<file path="config.mk">
export PLATFORM = sky130hd
export DESIGN_NAME = icache_ro_flat
export DESIGN_NICKNAME = d
export VERILOG_FILES = /design/src/rtl/icache_ro_if.sv /design/src/rtl/icache_ro.sv /design/src/flat_wrapper.sv
export SDC_FILE = /design/constraint.sdc
export NUM_CORES = 2
export LEC_CHECK = 0
export CORE_ASPECT_RATIO = 0.7
export CORE_MARGIN = 5
export CORE_UTILIZATION = 55
export CTS_CLUSTER_DIAMETER = 150
export CTS_CLUSTER_SIZE = 16
export DETAILED_ROUTE_END_ITERATION = 10
export PLACE_DENSITY = 0.75
export SLEW_MARGIN = 20
export SYNTH_ARGS = -nofsm -noshare
export SYNTH_HDL_FRONTEND = slang
export SYNTH_MEMORY_MAX_BITS = 65536
export SYNTH_SLANG_ARGS = --single-unit
</file>
<file path="constraint.sdc">
create_clock -name clk -period 22.3 [get_ports clk]
set_clock_uncertainty 0.05 [all_clocks]
set_input_delay 2.23 -clock clk [delete_from_list [all_inputs] [get_ports clk]]
set_output_delay 2.23 -clock clk [all_outputs]
set_load 0.05 [all_outputs]
</file>
<file path="src/rtl/icache_ro_if.sv">
// ---------------------------------------------------------------------------
// icache_ro_if
//
// Groups the two buses around the read-only instruction cache into one
// bundle: the fetch side (instruction read from the PC stage) and the
// memory side (256-bit cacheline reads from physical memory).
//
// Signals:
//   mem_read      fetch request from the datapath
//   mem_address   byte address of the instruction (bits [1:0] ignored)
//   mem_rdata     instruction word, zero unless mem_resp is high
//   mem_resp      request satisfied this cycle
//   pmem_read     cacheline read request to memory
//   pmem_address  line-aligned address {tag, index, 5'b0}
//   pmem_rdata    fill line, word w in bits [32w+31:32w]
//   pmem_resp     single-cycle pulse, pmem_rdata valid in the same cycle
//
// Modports:
//   slave   the cache itself (serves fetches, issues line reads)
//   master  the surrounding system (datapath plus memory model)
// ---------------------------------------------------------------------------
interface icache_ro_if;
  logic         mem_read;
  logic [31:0]  mem_address;
  logic [31:0]  mem_rdata;
  logic         mem_resp;
  logic         pmem_read;
  logic [31:0]  pmem_address;
  logic [255:0] pmem_rdata;
  logic         pmem_resp;

  modport slave (
    input  mem_read,
    input  mem_address,
    output mem_rdata,
    output mem_resp,
    output pmem_read,
    output pmem_address,
    input  pmem_rdata,
    input  pmem_resp
  );

  modport master (
    output mem_read,
    output mem_address,
    input  mem_rdata,
    input  mem_resp,
    input  pmem_read,
    input  pmem_address,
    output pmem_rdata,
    output pmem_resp
  );
endinterface

</file>
<file path="src/rtl/icache_ro.sv">
// ---------------------------------------------------------------------------
// icache_ro
//
// Read-only, direct-mapped instruction cache. A lookup that hits answers in
// the same cycle as the request. A miss latches the line address, issues a
// 256-bit line read to memory, installs the returned line and then lets the
// still-pending request hit on the following LOOKUP cycle.
//
// Parameters:
//   S_INDEX     number of index bits (2**S_INDEX sets). Offset is fixed at
//               5 bits (32-byte line); the tag is the remaining 27-S_INDEX.
//
// Ports:
//   clk         system clock, all state updates on the rising edge
//   rst         asynchronous, active-high reset
//   bus         icache_ro_if.slave, fetch side and memory side
//   hit_count   number of cycles with mem_resp=1 (wraps at 2^32)
//   miss_count  number of misses started (wraps at 2^32)
// ---------------------------------------------------------------------------
module icache_ro #(
  parameter int S_INDEX = 4
) (
  input  logic        clk,
  input  logic        rst,
  icache_ro_if.slave  bus,
  output logic [31:0] hit_count,
  output logic [31:0] miss_count
);

  localparam int SETS  = 1 << S_INDEX;
  localparam int TAG_W = 27 - S_INDEX;

  typedef enum logic {
    LOOKUP = 1'b0,
    MISS   = 1'b1
  } state_t;

  state_t state_q, state_d;

  // Per-set storage. Only the valid bits are reset; tags and data are
  // qualified by valid and so can start out unknown.
  logic [SETS-1:0]  valid_q;
  logic [TAG_W-1:0] tag_q  [SETS];
  logic [255:0]     data_q [SETS];

  // Line being fetched; held for the whole MISS state so that changes on
  // the fetch side cannot redirect an in-flight fill.
  logic [TAG_W-1:0]   miss_tag_q,   miss_tag_d;
  logic [S_INDEX-1:0] miss_index_q, miss_index_d;

  logic [31:0] hit_cnt_q,  hit_cnt_d;
  logic [31:0] miss_cnt_q, miss_cnt_d;

  // Request address split.
  logic [2:0]         req_word;
  logic [S_INDEX-1:0] req_index;
  logic [TAG_W-1:0]   req_tag;

  assign req_word  = bus.mem_address[4:2];
  assign req_index = bus.mem_address[S_INDEX+4:5];
  assign req_tag   = bus.mem_address[31:S_INDEX+5];

  logic hit;
  logic miss_start;
  logic fill;

  assign hit        = bus.mem_read && valid_q[req_index] &&
                      (tag_q[req_index] == req_tag) && (state_q == LOOKUP);
  assign miss_start = bus.mem_read && !hit && (state_q == LOOKUP);
  // A pmem_resp outside MISS (including one trailing a reset) is dropped.
  assign fill       = (state_q == MISS) && bus.pmem_resp;

  // -------------------------------------------------------------------------
  // FSM: state register
  // -------------------------------------------------------------------------
  always_ff @(posedge clk or posedge rst) begin
    if (rst) begin
      state_q <= LOOKUP;
    end else begin
      state_q <= state_d;
    end
  end

  // -------------------------------------------------------------------------
  // FSM: next-state logic
  // -------------------------------------------------------------------------
  always_comb begin
    state_d = state_q;
    unique case (state_q)
      LOOKUP: if (miss_start) state_d = MISS;
      MISS:   if (bus.pmem_resp) state_d = LOOKUP;
      default: state_d = LOOKUP;
    endcase
  end

  // -------------------------------------------------------------------------
  // FSM: outputs
  // pmem_read and pmem_address depend only on registered state so the
  // memory side sees a glitch-free, stable request for the whole miss.
  // -------------------------------------------------------------------------
  always_comb begin
    bus.mem_resp     = 1'b0;
    bus.mem_rdata    = 32'h0;
    bus.pmem_read    = 1'b0;
    bus.pmem_address = 32'h0;
    unique case (state_q)
      LOOKUP: begin
        if (hit) begin
          bus.mem_resp  = 1'b1;
          bus.mem_rdata = data_q[req_index][{req_word, 5'b00000} +: 32];
        end
      end
      MISS: begin
        bus.pmem_read    = 1'b1;
        bus.pmem_address = {miss_tag_q, miss_index_q, 5'b00000};
      end
      default: begin
        bus.mem_resp = 1'b0;
      end
    endcase
  end

  // -------------------------------------------------------------------------
  // Miss address latch and performance counters
  // -------------------------------------------------------------------------
  always_comb begin
    miss_tag_d   = miss_tag_q;
    miss_index_d = miss_index_q;
    if (miss_start) begin
      miss_tag_d   = req_tag;
      miss_index_d = req_index;
    end
  end

  // Counters wrap naturally through 32-bit addition.
  always_comb begin
    hit_cnt_d  = hit_cnt_q;
    miss_cnt_d = miss_cnt_q;
    if (hit)        hit_cnt_d  = hit_cnt_q + 32'd1;
    if (miss_start) miss_cnt_d = miss_cnt_q + 32'd1;
  end

  always_ff @(posedge clk or posedge rst) begin
    if (rst) begin
      miss_tag_q   <= '0;
      miss_index_q <= '0;
      hit_cnt_q    <= '0;
      miss_cnt_q   <= '0;
    end else begin
      miss_tag_q   <= miss_tag_d;
      miss_index_q <= miss_index_d;
      hit_cnt_q    <= hit_cnt_d;
      miss_cnt_q   <= miss_cnt_d;
    end
  end

  assign hit_count  = hit_cnt_q;
  assign miss_count = miss_cnt_q;

  // -------------------------------------------------------------------------
  // Line storage: valid bits (reset) and tag/data arrays (not reset)
  // -------------------------------------------------------------------------
  always_ff @(posedge clk or posedge rst) begin
    if (rst) begin
      valid_q <= '0;
    end else if (fill) begin
      valid_q[miss_index_q] <= 1'b1;
    end
  end

  always_ff @(posedge clk) begin
    if (fill) begin
      tag_q[miss_index_q]  <= miss_tag_q;
      data_q[miss_index_q] <= bus.pmem_rdata;
    end
  end

endmodule

</file>
<file path="src/flat_wrapper.sv">
// flat-port wrapper written by rule: the top's interface ports become plain ports
module icache_ro_flat 
#(
  parameter int S_INDEX = 4
)
  (clk, rst, hit_count, miss_count, bus_mem_read, bus_mem_address, bus_mem_rdata, bus_mem_resp, bus_pmem_read, bus_pmem_address, bus_pmem_rdata, bus_pmem_resp);
  icache_ro_if bus_i ();
  input  logic clk;
  input  logic rst;
  output logic [31:0] hit_count;
  output logic [31:0] miss_count;
  input wire logic [$bits(bus_i.mem_read)-1:0] bus_mem_read;
  input wire logic [$bits(bus_i.mem_address)-1:0] bus_mem_address;
  output wire logic [$bits(bus_i.mem_rdata)-1:0] bus_mem_rdata;
  output wire logic [$bits(bus_i.mem_resp)-1:0] bus_mem_resp;
  output wire logic [$bits(bus_i.pmem_read)-1:0] bus_pmem_read;
  output wire logic [$bits(bus_i.pmem_address)-1:0] bus_pmem_address;
  input wire logic [$bits(bus_i.pmem_rdata)-1:0] bus_pmem_rdata;
  input wire logic [$bits(bus_i.pmem_resp)-1:0] bus_pmem_resp;
  assign bus_i.mem_read = bus_mem_read;
  assign bus_i.mem_address = bus_mem_address;
  assign bus_mem_rdata = bus_i.mem_rdata;
  assign bus_mem_resp = bus_i.mem_resp;
  assign bus_pmem_read = bus_i.pmem_read;
  assign bus_pmem_address = bus_i.pmem_address;
  assign bus_i.pmem_rdata = bus_pmem_rdata;
  assign bus_i.pmem_resp = bus_pmem_resp;
  icache_ro #(.S_INDEX(S_INDEX)) u_core (.clk(clk), .rst(rst), .bus(bus_i), .hit_count(hit_count), .miss_count(miss_count));
endmodule
</file>
# Yosys cells after proc, flatten, opt, wreduce, memory -nomap -nowiden
# Memories as Yosys holds them, arrays and structs flattened.
# Index checks and enable logic that the tools add are counted.
# totals
reg_bits	108
ram_bits	4464
inputBits	292
output_inout_bits	130
elab_cells	40
mem_count	2
# classes
n_addsub	2
order_cmp	3
eq_ne	1
shift	1
mux	15
bitwise_logic	2
n_reduce_logical	8
# memory_table
name	depth	width	rd	rd_clocked_by_memory_dff	wr	line	source
u_core.data_q	16	256	1	0	1	icache_ro.sv:44	logic [255:0] data_q [SETS];
u_core.tag_q	16	23	1	0	1	icache_ro.sv:43	logic [TAG_W-1:0] tag_q [SETS];
# op_table
op	count
indexed part select 256 x 9 -> 32 bit	1
2-to-1 mux 32 bit	3
adder 32 x 1 -> 32 bit (second input constant)	2
== test 23 bit	1
OR 16 bit	1
< comparator 4 x 5 -> 1 bit (second input constant)	2
2-to-1 mux 1 bit	9
logical AND 1 bit	7
binary-select mux 1 bit (select 4 bit)	1
demux 1 bit (select 4 bit)	1
greater-or-equal comparator 4 x 1 -> 1 bit (second input constant)	1
case mux 1 bit (2 select lines)	1
zero test 1 bit	1
NOT 1 bit	1

# Depth between registers and ports, before layout
# logic_depth
word_depth	10
depth_mapped	15
mapped_depth_nobuf	9

# Worst setup path before layout
# OpenSTA, ideal clock, no wires.
# synth_timing
kind	input to register
start	input port bus_pmem_resp
end	register u_core.valid_q[2]
setup_time_ns	0.177
t_arrival_ns	22.892
required_time_ns	22.073
setup_slack_ns	-0.819
path_stages	4
path_buffers	0
cell_sequence	nor2b_1 -> nand2_1 -> nor3_1 -> or2_2
# synth_between
elab_chain_len	1
# synth_lines
item	line	source
start: declaration	flat_wrapper.sv:19	input wire logic [$bits(bus_i.pmem_resp)-1:0] bus_pmem_resp;
logical AND 1 bit	icache_ro.sv:71	assign fill = (state_q == MISS) && bus.pmem_resp;
end signal: assignment	icache_ro.sv:165	valid_q <= '0;
end signal: indexed assignment	icache_ro.sv:167	valid_q[miss_index_q] <= 1'b1;
end: declaration	icache_ro.sv:42	logic [SETS-1:0] valid_q;
# Every way passes these cells.
# A chain may end at the register's enable or synchronous reset.

# Final worst setup path
# layout_timing
start	input port bus_mem_address[5]
end	output port bus_mem_rdata[27]
# layout_between
elab_chain_len	7
elab_cells_between_ends	11
cone_classes	eq/ne: 1; shift: 1; mux: 4; reduce/logical: 3; memory: 2
# layout_lines
item	line	source
start: declaration	flat_wrapper.sv:13	input wire logic [$bits(bus_i.mem_address)-1:0] bus_mem_address;
parallel branches: the longest is 5 deep, another holds memory read (16 x 256 bit)	--	
2-to-1 mux 32 bit *	icache_ro.sv:108	if (hit) begin
2-to-1 mux 32 bit *	icache_ro.sv:106	unique case (state_q)
end: declaration	flat_wrapper.sv:14	output wire logic [$bits(bus_i.mem_rdata)-1:0] bus_mem_rdata;
# Mark *: on every way between the ends. The select of a mux whose other input is x is not followed.

==> out/metrics.csv <==
stage;metric;value;unit
status;run_status;complete, no violations;
yosys;synthesis.instances;7096;
yosys;yosysSeqAreaShare;78.04;%
worst_setup_path;maximum_fanout_encountered_on_the_critical_timing_path;107;
timing;highest_clock_rate;0.08839;GHz
placed_design;place.gp.congestion;0.7849;
yosys;postSynth.topFlopCell;sky130_fd_sc_hd__edfxtp_1;
power;share_clk_of_total_power;33.2;%
routing;via_to_cell_ratio;6.735;
worst_setup_path;cell_chain_critical_path;buf_16, buf_12, buf_6, buf_4, buf_4, mux4_2, mux4_2, mux2i_1, mux4_2, nor2_1, clkdlybuf4s50_1;
layout;area_growth;10.44;%
routing;first_pass_detailed_route_iteration_total;5;
power;static-leakage-power;59.78;nW
timing;slew_headroom;16.71;%
power;vdd_ir_drop_max;72.85;µV
worst_hold_path;min_path_type;reg2reg;
floorplanning;horizontal_die_dimension;684.6;µm
timing;setup_tns;0;ns
worst_setup_path;endpoint_kind;output port;
layout;final_core_util;60.98;%
routing;remaining_drc_errors;0;
power;power_switching;3.551;mW
yosys;synth.avg_cell_area;24.69;µm²
yosys;synth.distinct_cells;63;
worst_hold_path;holdPathStages;1;
clock_network;cts_buffers;327;
worst_setup_path;critical-path-top-delay-family;buffers and inverters;
layout;fraction_of_final_layout_cells_with_drive_strength_greater_than_1;25.71;%
power;power-per-cell-area;84.86;nW/µm²
worst_setup_path;crit_type;in2out;
timing;least_margin_pin_slew;1.215;ns
placed_design;place.port_buffers;414;
yosys;mappedNetlistArea;175200;µm²
worst_setup_path;cp_slowest_stage_delay;0.84;ns
global_routing;number_of_antenna_violations_at_the_first_check_in_global_routing;145;
timing;period_needed;11.31;ns
yosys;synth_enable_flop_cells;4464;
clock_network;clock_pin_transition_on_the_worst_setup_and_hold_timing_paths;0.07;ns
worst_setup_path;critical_path_buffers_and_inverters;6;
worst_setup_path;worst_path_most_repeated_cell;sky130_fd_sc_hd__mux4_2;
flow_run;drv_cap;0;
worst_setup_path;arrival;9.03;ns
worst_setup_path;reg2reg_setup_slack;16.54;ns
clock_network;cts_setup_buffers;0;
worst_setup_path;reg2reg_from;u_core.state_q$_DFF_PP0_;
timing;final_max_slew_viol_count;0;
clock_network;numClockSinks;4572;
power;switching_share_of_power;21.63;%
yosys;yosys_warnings;0;
clock_network;clock_insertion_delay_worst_skew;0.90;ns
yosys;register_bit_total_from_synthesis;4572;
routing;drtAntennaViolNets;0;
floorplanning;core;317300;µm²
layout;layout.cells.non_filler;11939;
routing;route.final.wire_length;415800;µm
floorplanning;placement_rows;173;
yosys;synth_top_cell_by_area;sky130_fd_sc_hd__edfxtp_1;
clock_network;cts-htree-levels;5;
power;p_int;12.87;mW
layout;num-nets-final;7919;
worst_setup_path;ff2ff_path_depth;9;
clock_network;cts_max_path_buffers;4;
global_routing;grtUsageTotal;25.19;%
worst_setup_path;reg2reg_to;u_core.data_q[2][106]$_DFFE_PP_;
routing;dr_total_vias;80409;
timing;setup_violations;0;
worst_hold_path;whs_endpoint;u_core.valid_q[6]$_DFFE_PP0P_;
placed_design;place_hpwl;220500;µm
routing;post_drt_wl_per_cell;34.83;µm
timing;hold_viol_final;0;
timing;period_share;50.74;%
worst_setup_path;startpoint_type;input pin;
power;pwr-share-seq;59.7;%
clock_network;total_of_cells_resized_after_clock_tree_synthesis;0;
floorplanning;die_h;482.3;µm
yosys;synth_largest_type_area_fraction;76.50;%
power;power_share_of_the_combinational_group;7.2;%
routing;drtIter0Drc;10967;
floorplanning;fp.dieArea;330200;µm²
placed_design;dpl.cell_count;11496;
global_routing;global_route.overflow_total;0;
yosys;synth.area.top_cells;sky130_fd_sc_hd__edfxtp_1, sky130_fd_sc_hd__mux4_2, sky130_fd_sc_hd__dfrtp_1, sky130_fd_sc_hd__mux2i_1, sky130_fd_sc_hd__buf_2;
worst_hold_path;worstHoldStart;u_core.valid_q[6]$_DFFE_PP0P_;
timing;rsz_0062_raised_after_global_routing;false;
global_routing;grt_pass1_vias;81229;
worst_setup_path;worstPathRequired;20.02;ns
global_routing;wire_length_of_the_first_global_routing_pass;597600;µm
floorplanning;start_util;55.22;%
yosys;synth_async_sr_flop_share;2.362;%
global_routing;grt_start_max_net_pins;134;
clock_network;clk_root_buffer_cell;sky130_fd_sc_hd__clkbuf_16;
clock_network;post_cts_hold_buffer_count;0;
worst_setup_path;worst_path_max_delay_cell;sky130_fd_sc_hd__mux2i_1;
clock_network;tritoncts;built;
floorplanning;top_level_ports;422;
## flip-flops by register name, indices dropped and copies added (netlist names)
signal	flops
u_core.data_q	4096
u_core.tag_q	368
u_core.hit_count	32
u_core.miss_count	32
u_core.miss_tag_q	23
u_core.valid_q	16
u_core.miss_index_q	4
u_core.state_q	1
## layer usage
layer	up-vias	routed length, µm	GRT usage [%]
met1	43425	156300	35.14
met4	64	12300	7.127
met5	-	414	0
li1	31465	-	-
met2	4690	205200	40.79
met3	765	41660	5.767
## through the flow
| stage | total power, mW | instance area (µm²) | worst slack, ns | hold slack, ns |
|---|---|---|---|---|
| 6_report | 16.42 | 193500 | 10.99 | 0.4235 |
| 2_1_floorplan | 10.71 | 175300 | 6.922 | 0.3837 |
| 3_3_place_gp | 11.11 | 184500 | 10.57 | 0.3955 |
| 3_5_place_dp | 11.16 | 184500 | 10.56 | 0.3980 |
| 5_1_grt | 16.94 | 193500 | 10.46 | 0.4286 |
| 4_1_cts | 16.51 | 193400 | 10.56 | 0.4214 |
## kinds of logic after synthesis
family	count (synthesis)	synth area share [%]
muxes	1607	19.04
DFF	4572	78.04
other	1	0.002140
xor gates and xnor gates	100	0.5041
adders and majority gates	2	0.01428
and+or+nand+nor	345	1.031
AOI/OAI and AO/OA	80	0.3427
buffers and inverters	389	1.025
## worst register-to-register path: stages (launching register included)
cell	delay, ns
sky130_fd_sc_hd__dfrtp_1	0.32
sky130_fd_sc_hd__buf_4	0.32
sky130_fd_sc_hd__and2_1	0.25
sky130_fd_sc_hd__nand2_1	0.25
sky130_fd_sc_hd__nor3_4	0.23
sky130_fd_sc_hd__buf_12	0.58
sky130_fd_sc_hd__buf_4	1.00
sky130_fd_sc_hd__buf_4	0.83
sky130_fd_sc_hd__buf_4	0.68
sky130_fd_sc_hd__buf_4	0.79
## placed cells by master, fill, tap and decap left out, types with 11 or more instances in the layout
cell type                         count
sky130_fd_sc_hd__nand3_1             36
sky130_fd_sc_hd__or2_2               16
sky130_fd_sc_hd__diode_2             38
sky130_fd_sc_hd__edfxtp_1          4464
sky130_fd_sc_hd__nor2_1              64
sky130_fd_sc_hd__buf_4              132
sky130_fd_sc_hd__mux2i_1            192
sky130_fd_sc_hd__nand4_1             19
sky130_fd_sc_hd__xor2_1              46
sky130_fd_sc_hd__mux4_2            1378
sky130_fd_sc_hd__dfrtp_1            108
sky130_fd_sc_hd__and3_1              21
sky130_fd_sc_hd__and2_1              36
sky130_fd_sc_hd__clkbuf_16          333
sky130_fd_sc_hd__xnor2_1             53
sky130_fd_sc_hd__clkbuf_1            54
sky130_fd_sc_hd__nor3_1              23
sky130_fd_sc_hd__clkdlybuf4s50_1    407
sky130_fd_sc_hd__o21ai_0             11
sky130_fd_sc_hd__nand2_1             66
sky130_fd_sc_hd__buf_12              23
sky130_fd_sc_hd__mux2_2              31
sky130_fd_sc_hd__inv_1               11
sky130_fd_sc_hd__nor2_4              12
sky130_fd_sc_hd__a22oi_1             17
## synthesized netlist by cell type, drive strengths merged (17+ instances only)
library cell  count
edfxtp         4464
mux4           1378
buf             228
mux2i           198
clkbuf          148
dfrtp           108
nor2             76
nand2            66
xnor2            54
xor2             46
and2             37
nand3            36
mux2             31
nor3             27
and3             21
nand4            19
a22oi            17
## worst max-delay path by stage
stage / from / end / cells after the start
after CTS: bus_mem_address[5] / bus_mem_rdata[10] / 11
final: bus_mem_address[5] / bus_mem_rdata[27] / 11
after global placement: bus_mem_address[5] / bus_mem_rdata[8] / 11
after detailed placement: bus_mem_address[5] / bus_mem_rdata[8] / 11
after global routing: bus_mem_address[5] / bus_mem_rdata[27] / 11
after floorplan: bus_pmem_resp / u_core.valid_q[6]$_DFFE_PP0P_ / 4
## area by class of cell
class                      instances  area [µm²]
sequential                      4572      136800
fill                           20720      123800
multi-input combinational       2139       36870
clock buffer                     387        8536
timing repair buffer             572        5653
tap                             4200        5255
clock inverter                    18       299.0
antenna                           38       95.09
inverter                          13       58.81
## power groups by stage
stage,Sequential (mW),Clock (mW),Combinational [mW]
2_1_floorplan,10.0,0,0.667
3_3_place_gp,9.96,0,1.15
3_5_place_dp,9.98,0,1.18
4_1_cts,9.79,5.53,1.19
5_1_grt,9.81,5.90,1.24
6_report,9.80,5.45,1.18
(Power assumes the default switching activity.)
